--- src/rtl/ctrl_pkg.sv ---
// Shared types and encodings for the multicycle MIPS control unit.
package ctrl_pkg;

   typedef enum logic [3:0] {
      FETCH   = 4'd0,
      DECODE  = 4'd1,
      MEMADR  = 4'd2,
      MEMRD   = 4'd3,
      MEMWB   = 4'd4,
      MEMWR   = 4'd5,
      RTYPEEX = 4'd6,
      RTYPEWB = 4'd7,
      BEQEX   = 4'd8,
      ADDIEX  = 4'd9,
      ADDIWB  = 4'd10,
      JEX     = 4'd11
   } state_t;

   localparam logic [5:0] OP_RTYPE = 6'b000000;
   localparam logic [5:0] OP_LW    = 6'b100011;
   localparam logic [5:0] OP_SW    = 6'b101011;
   localparam logic [5:0] OP_BEQ   = 6'b000100;
   localparam logic [5:0] OP_ADDI  = 6'b001000;
   localparam logic [5:0] OP_J     = 6'b000010;

   localparam logic [1:0] ALUOP_ADD   = 2'b00;
   localparam logic [1:0] ALUOP_SUB   = 2'b01;
   localparam logic [1:0] ALUOP_FUNCT = 2'b10;

   localparam logic [1:0] SRCB_B     = 2'b00;
   localparam logic [1:0] SRCB_FOUR  = 2'b01;
   localparam logic [1:0] SRCB_IMM   = 2'b10;
   localparam logic [1:0] SRCB_IMMSH = 2'b11;

   localparam logic [1:0] PCSRC_ALU    = 2'b00;
   localparam logic [1:0] PCSRC_ALUOUT = 2'b01;
   localparam logic [1:0] PCSRC_JUMP   = 2'b10;

endpackage

--- src/rtl/multicycle_control_fsm.sv ---
// Moore multicycle control FSM for the shared-memory MIPS datapath,
// with MemReady stalls, optional ADDI/J and an illegal-opcode pulse.
module multicycle_control_fsm
   import ctrl_pkg::*;
#(
   parameter int OPCODE_W = 6,
   parameter int EN_ADDI  = 1,
   parameter int EN_JUMP  = 1
) (
   input  logic                clk,
   input  logic                reset_n,
   input  logic [OPCODE_W-1:0] Opcode,
   input  logic                MemReady,
   output logic                IorD,
   output logic                MemWrite,
   output logic                IRWrite,
   output logic                RegDst,
   output logic                MemtoReg,
   output logic                RegWrite,
   output logic                ALUSrcA,
   output logic [1:0]          ALUSrcB,
   output logic [1:0]          ALUOp,
   output logic [1:0]          PCSrc,
   output logic                PCWrite,
   output logic                Branch,
   output logic                Illegal
);

   state_t     state, next;
   logic [5:0] op;

   assign op = 6'(Opcode);

   always_ff @(posedge clk or negedge reset_n) begin
      if (!reset_n) state <= FETCH;
      else          state <= next;
   end

   always_comb begin
      next     = FETCH;
      IorD     = 1'b0;
      MemWrite = 1'b0;
      IRWrite  = 1'b0;
      RegDst   = 1'b0;
      MemtoReg = 1'b0;
      RegWrite = 1'b0;
      ALUSrcA  = 1'b0;
      ALUSrcB  = SRCB_B;
      ALUOp    = ALUOP_ADD;
      PCSrc    = PCSRC_ALU;
      PCWrite  = 1'b0;
      Branch   = 1'b0;
      Illegal  = 1'b0;
      unique case (state)
         FETCH: begin
            ALUSrcB = SRCB_FOUR;
            // state is already FETCH in reset; gate the MemReady-driven enables
            IRWrite = MemReady & reset_n;
            PCWrite = MemReady & reset_n;
            next    = MemReady ? DECODE : FETCH;
         end
         DECODE: begin
            ALUSrcB = SRCB_IMMSH;
            if (op == OP_LW || op == OP_SW)       next = MEMADR;
            else if (op == OP_RTYPE)              next = RTYPEEX;
            else if (op == OP_BEQ)                next = BEQEX;
            else if (op == OP_ADDI && EN_ADDI != 0) next = ADDIEX;
            else if (op == OP_J && EN_JUMP != 0)  next = JEX;
            else                                  Illegal = 1'b1;
         end
         MEMADR: begin
            ALUSrcA = 1'b1;
            ALUSrcB = SRCB_IMM;
            next    = (op == OP_LW) ? MEMRD : MEMWR;
         end
         MEMRD: begin
            IorD = 1'b1;
            next = MemReady ? MEMWB : MEMRD;
         end
         MEMWB: begin
            MemtoReg = 1'b1;
            RegWrite = 1'b1;
         end
         MEMWR: begin
            IorD     = 1'b1;
            MemWrite = 1'b1;
            next     = MemReady ? FETCH : MEMWR;
         end
         RTYPEEX: begin
            ALUSrcA = 1'b1;
            ALUOp   = ALUOP_FUNCT;
            next    = RTYPEWB;
         end
         RTYPEWB: begin
            RegDst   = 1'b1;
            RegWrite = 1'b1;
         end
         BEQEX: begin
            ALUSrcA = 1'b1;
            ALUOp   = ALUOP_SUB;
            PCSrc   = PCSRC_ALUOUT;
            Branch  = 1'b1;
         end
         ADDIEX: begin
            ALUSrcA = 1'b1;
            ALUSrcB = SRCB_IMM;
            next    = ADDIWB;
         end
         ADDIWB: RegWrite = 1'b1;
         JEX: begin
            PCSrc   = PCSRC_JUMP;
            PCWrite = 1'b1;
         end
         default: next = FETCH;
      endcase
   end

endmodule

--- config.mk ---
export PLATFORM = sky130hd
export DESIGN_NAME = multicycle_control_fsm
export DESIGN_NICKNAME = d
export VERILOG_FILES = /design/src/rtl/ctrl_pkg.sv /design/src/rtl/multicycle_control_fsm.sv
export SDC_FILE = /design/constraint.sdc
export NUM_CORES = 1
export LEC_CHECK = 0
export CORE_AREA = 4 4 41 43
export CTS_CLUSTER_SIZE = 28
export DETAILED_ROUTE_END_ITERATION = 16
export DIE_AREA = 0 0 45 47
export MAX_ROUTING_LAYER = met4
export PLACE_DENSITY = 0.79
export SETUP_SLACK_MARGIN = 0.5
export SLEW_MARGIN = 20
export SYNTH_ARGS = -nofsm -noshare
export SYNTH_HDL_FRONTEND = slang
export SYNTH_SLANG_ARGS = --single-unit
--- constraint.sdc ---
create_clock -name clk -period 2.1 [get_ports clk]
set_input_delay 0.42 -clock clk [delete_from_list [all_inputs] [get_ports clk]]
set_output_delay 0.42 -clock clk [all_outputs]
set_load 0.01 [all_outputs]
==> run_results.csv, run 1 <==
group,metric,value,unit
outcome,status,"finished clean",
setup_path,path_cells,"buf_6 -> nor4b_4 -> and3_1 -> buf_2",
die,num_rows,13,
clock_network,clk_path_buf_depth,2,
synth,ys.flop_type,"dfrtp_1",
synth,synthSimpleGateAreaFrac,43.9,%
die,dieWidth,45,um
global_routing,grt_max_degree,9,
cells_and_area,multi_input_area,484,um^2
cells_and_area,seq_area,105,um^2
synth,yosys.area.top_type_share,18.8,%
sta,post-route-min-period,1.85,ns
min_path,hold_class,"in2async",
setup_path,ff2ff_path_depth,6,
synth,synth_mux_area_share,1.88,%
synth,synth_area_leader_cell,"dfrtp_1",
synth,synth_top_family_by_area,"simple AND/OR/NAND/NOR gates",
setup_path,critPathSlowestCell,"dfrtp_2",
synth,syn_area_per_cell,7.61,um^2
setup_path,r2r-end,"state[1]",
detailed_routing,routedWlPerCell,19.1,um
cells_and_area,n_antenna_cell,0,
setup_path,critPathKind,"reg2out",
global_routing,grt_usage,27.3,%
die,io_pins,25,
placement,numPortBuffers,24,
power_and_ir_drop,ir_worst_vdd,0.000320,V
cells_and_area,reg_top3,"state x4",
synth,synth_compound_area_share,19.0,%
sta,hold_viol,0,
synth,synth_area,533,um^2
cells_and_area,area_growth,114,%
cells_and_area,drive_gt1_share,64.6,%
placement,hpwl,1.27,mm
global_routing,antenna_found_initial,0,
synth,synthAdderAreaFrac,0,%
die,fp.dieArea,0.00212,mm^2
setup_path,rr_startpoint,"state[2]",
setup_path,rrSetupSlack,0.53,ns
setup_path,cp.required,1.68,ns
die,initial_core_util,41.0,%
placement,placed_area,856,um^2
clock_network,clock_latency,0.24,ns
sta,relSlewSlack,80.4,%
setup_path,crit_arrival,1.43,ns
synth,yosys_warnings,0,
detailed_routing,drc,0,
run,drv_cap,0,
placement,dp_slack,-0.325,ns
clock_network,cts_tree,"done",
setup_path,worstPathMaxFanout,5,
clock_network,clkTransAtPathRegs,0.05,ns
detailed_routing,via_count,892,
cells_and_area,fin_area,0.00114,mm^2
setup_path,crit_path_start_kind,"flop",
synth,synth_xor_area_share,4.93,%
die,die_y,47,um
synth,yosysMostFrequentCell,"nor3_1",
cells_and_area,final_nets,138,
cells_and_area,max_flop_register,"state",
global_routing,grt_pass1_wl,3.95,mm
synth,ys_seq_elements,4,
detailed_routing,wirelength,2.71,mm
clock_network,cts_inserted_buffers,3,
sta,fmax,541,MHz
power_and_ir_drop,powerDensity,464,mW/mm^2
die,core_area,0.00130,mm^2
sta,finClkSkew,0.00982,ns
synth,synthTopCellsByCount,"nor3_1 (6), nor2_1 (5)",
placement,place_congestion,0.826,
detailed_routing,vias_per_cell,6.28,
setup_path,slowest_delay,0.45,ns
clock_network,h-tree-depth,1,
power_and_ir_drop,p_leak,0.000533,uW
detailed_routing,initialDrtViolationCount,33,
synth,synth_edf_count,0,
sta,rsz0062_at_grt,"true",
sta,tns,0,ns
sta,worstMarginPinSlew,0.289,ns
synth,synthArstFlopShare,100,%
clock_network,postCtsHoldBufs,0,
synth,synth_area_leaders,"dfrtp_1 (19%), nor3_1 (5.6%), nor3b_1 (5.6%)",
setup_path,end_kind,"output pin",
global_routing,grt_pass1_vias,887,
clock_network,cts-root-buf,"clkbuf_4",
cells_and_area,fill_cells,67,
sta,timing.final.crit_share,88.0,%
synth,ys_seq_area_share,18.8,%
cells_and_area,largest_register_ffs,4,
detailed_routing,ant_nets,0,
clock_network,cts_sinks,4,
sta,setup_viol,0,
global_routing,grt_overflow,0,
sta,drv_slew,0,
synth,synth_cells,70,
synth,synth_nets,79,
synth,yosysUniqueCellTypes,33,
detailed_routing,first_pass_iters,5,
sta,worst_slack,0.252,ns
## how the worst max path moves through the flow
| stage | depth (start not counted) | from | endpoint |
|---|---|---|---|
| after CTS | 4 | state[2] | Illegal |
| after global routing | 5 | state[3] | PCWrite |
| after floorplan | 4 | state[1] | ALUOp[0] |
| after detailed placement | 5 | Opcode[3] | Illegal |
| after global placement | 5 | Opcode[3] | Illegal |
| final | 4 | state[3] | Illegal |
## through the flow
step | total power [uW] | utilization, % | hold slack [ns] | instances
6_report | 529 | 87.6 | 0.225 | 142
5_1_grt | 551 | 87.6 | 0.231 | 142
4_1_cts | 471 | 82.0 | 0.216 | 140
3_5_place_dp | 309 | 65.8 | 0.684 | 116
3_3_place_gp | 304 | 65.8 | 0.698 | 116
2_1_floorplan | 207 | - | 0.124 | 70
## worst max-delay path, delay by kind of cell, from the launching register on
kind	cells	cell delay, ns
flops	1	0.45
buf+inv	2	0.28
simple gates	2	0.48
## area by class of cell
cell class	count	share of cell area [%]
Clock buffer	3	1.98
Inverter	2	1.10
Multi-Input combinational cell	56	42.5
Sequential cell	4	9.22
Tap cell	15	1.65
Timing Repair Buffer	62	43.6
## kinds of logic after synthesis
logic type      count (synthesis)
simple gates                   37
compound gates                 15
buf+inv                        10
flops                           4
xor+xnor                        3
mux                             1
## layer usage
metal,global-route usage [%],part of all wire (%),up-vias
li1,-,-,377
met1,27.1,35,428
met3,4.21,6.5,22
met5,-,0,-
met2,51.4,53,65
met4,13.5,5.7,0
## power by group
| group | total (uW) | switching, uW | internal, uW |
|---|---|---|---|
| combinational | 332 | 156 | 176 |
| sequential | 98.2 | 12.3 | 85.9 |
| clock | 98.6 | 34.5 | 64.2 |
| total | 529 | 203 | 326 |
## cells in the final DEF (no fill, tap or decap), types with 3 or more instances in the layout
cell           Yosys  layout
dlygate4sd2_1      0       8
clkbuf_4           0       3
and3_1             3       3
nor3b_1            4       3
o211ai_1           4       4
buf_2              4      14
nand2b_4           0       3
nor3_1             6       3
buf_6              1      14
buf_4              3      25
dfrtp_2            0       4
## repair_timing
| action | in CTS | in global routing |
|---|---|---|
| gates resized for setup | 97 | 18 |
| endpoints found under the setup margin | 16 | 15 |
| setup buffers | 21 | 2 |
| pin swaps | 8 | 6 |
Power figures use the tool's default switching activity.
==> run 2: changes to the inputs <==
- ABC_CLOCK_PERIOD_IN_PS: unset -> 2100
==> results of run 2 <==
No change in the layout: final DEF, timing and power equal those of run 1.
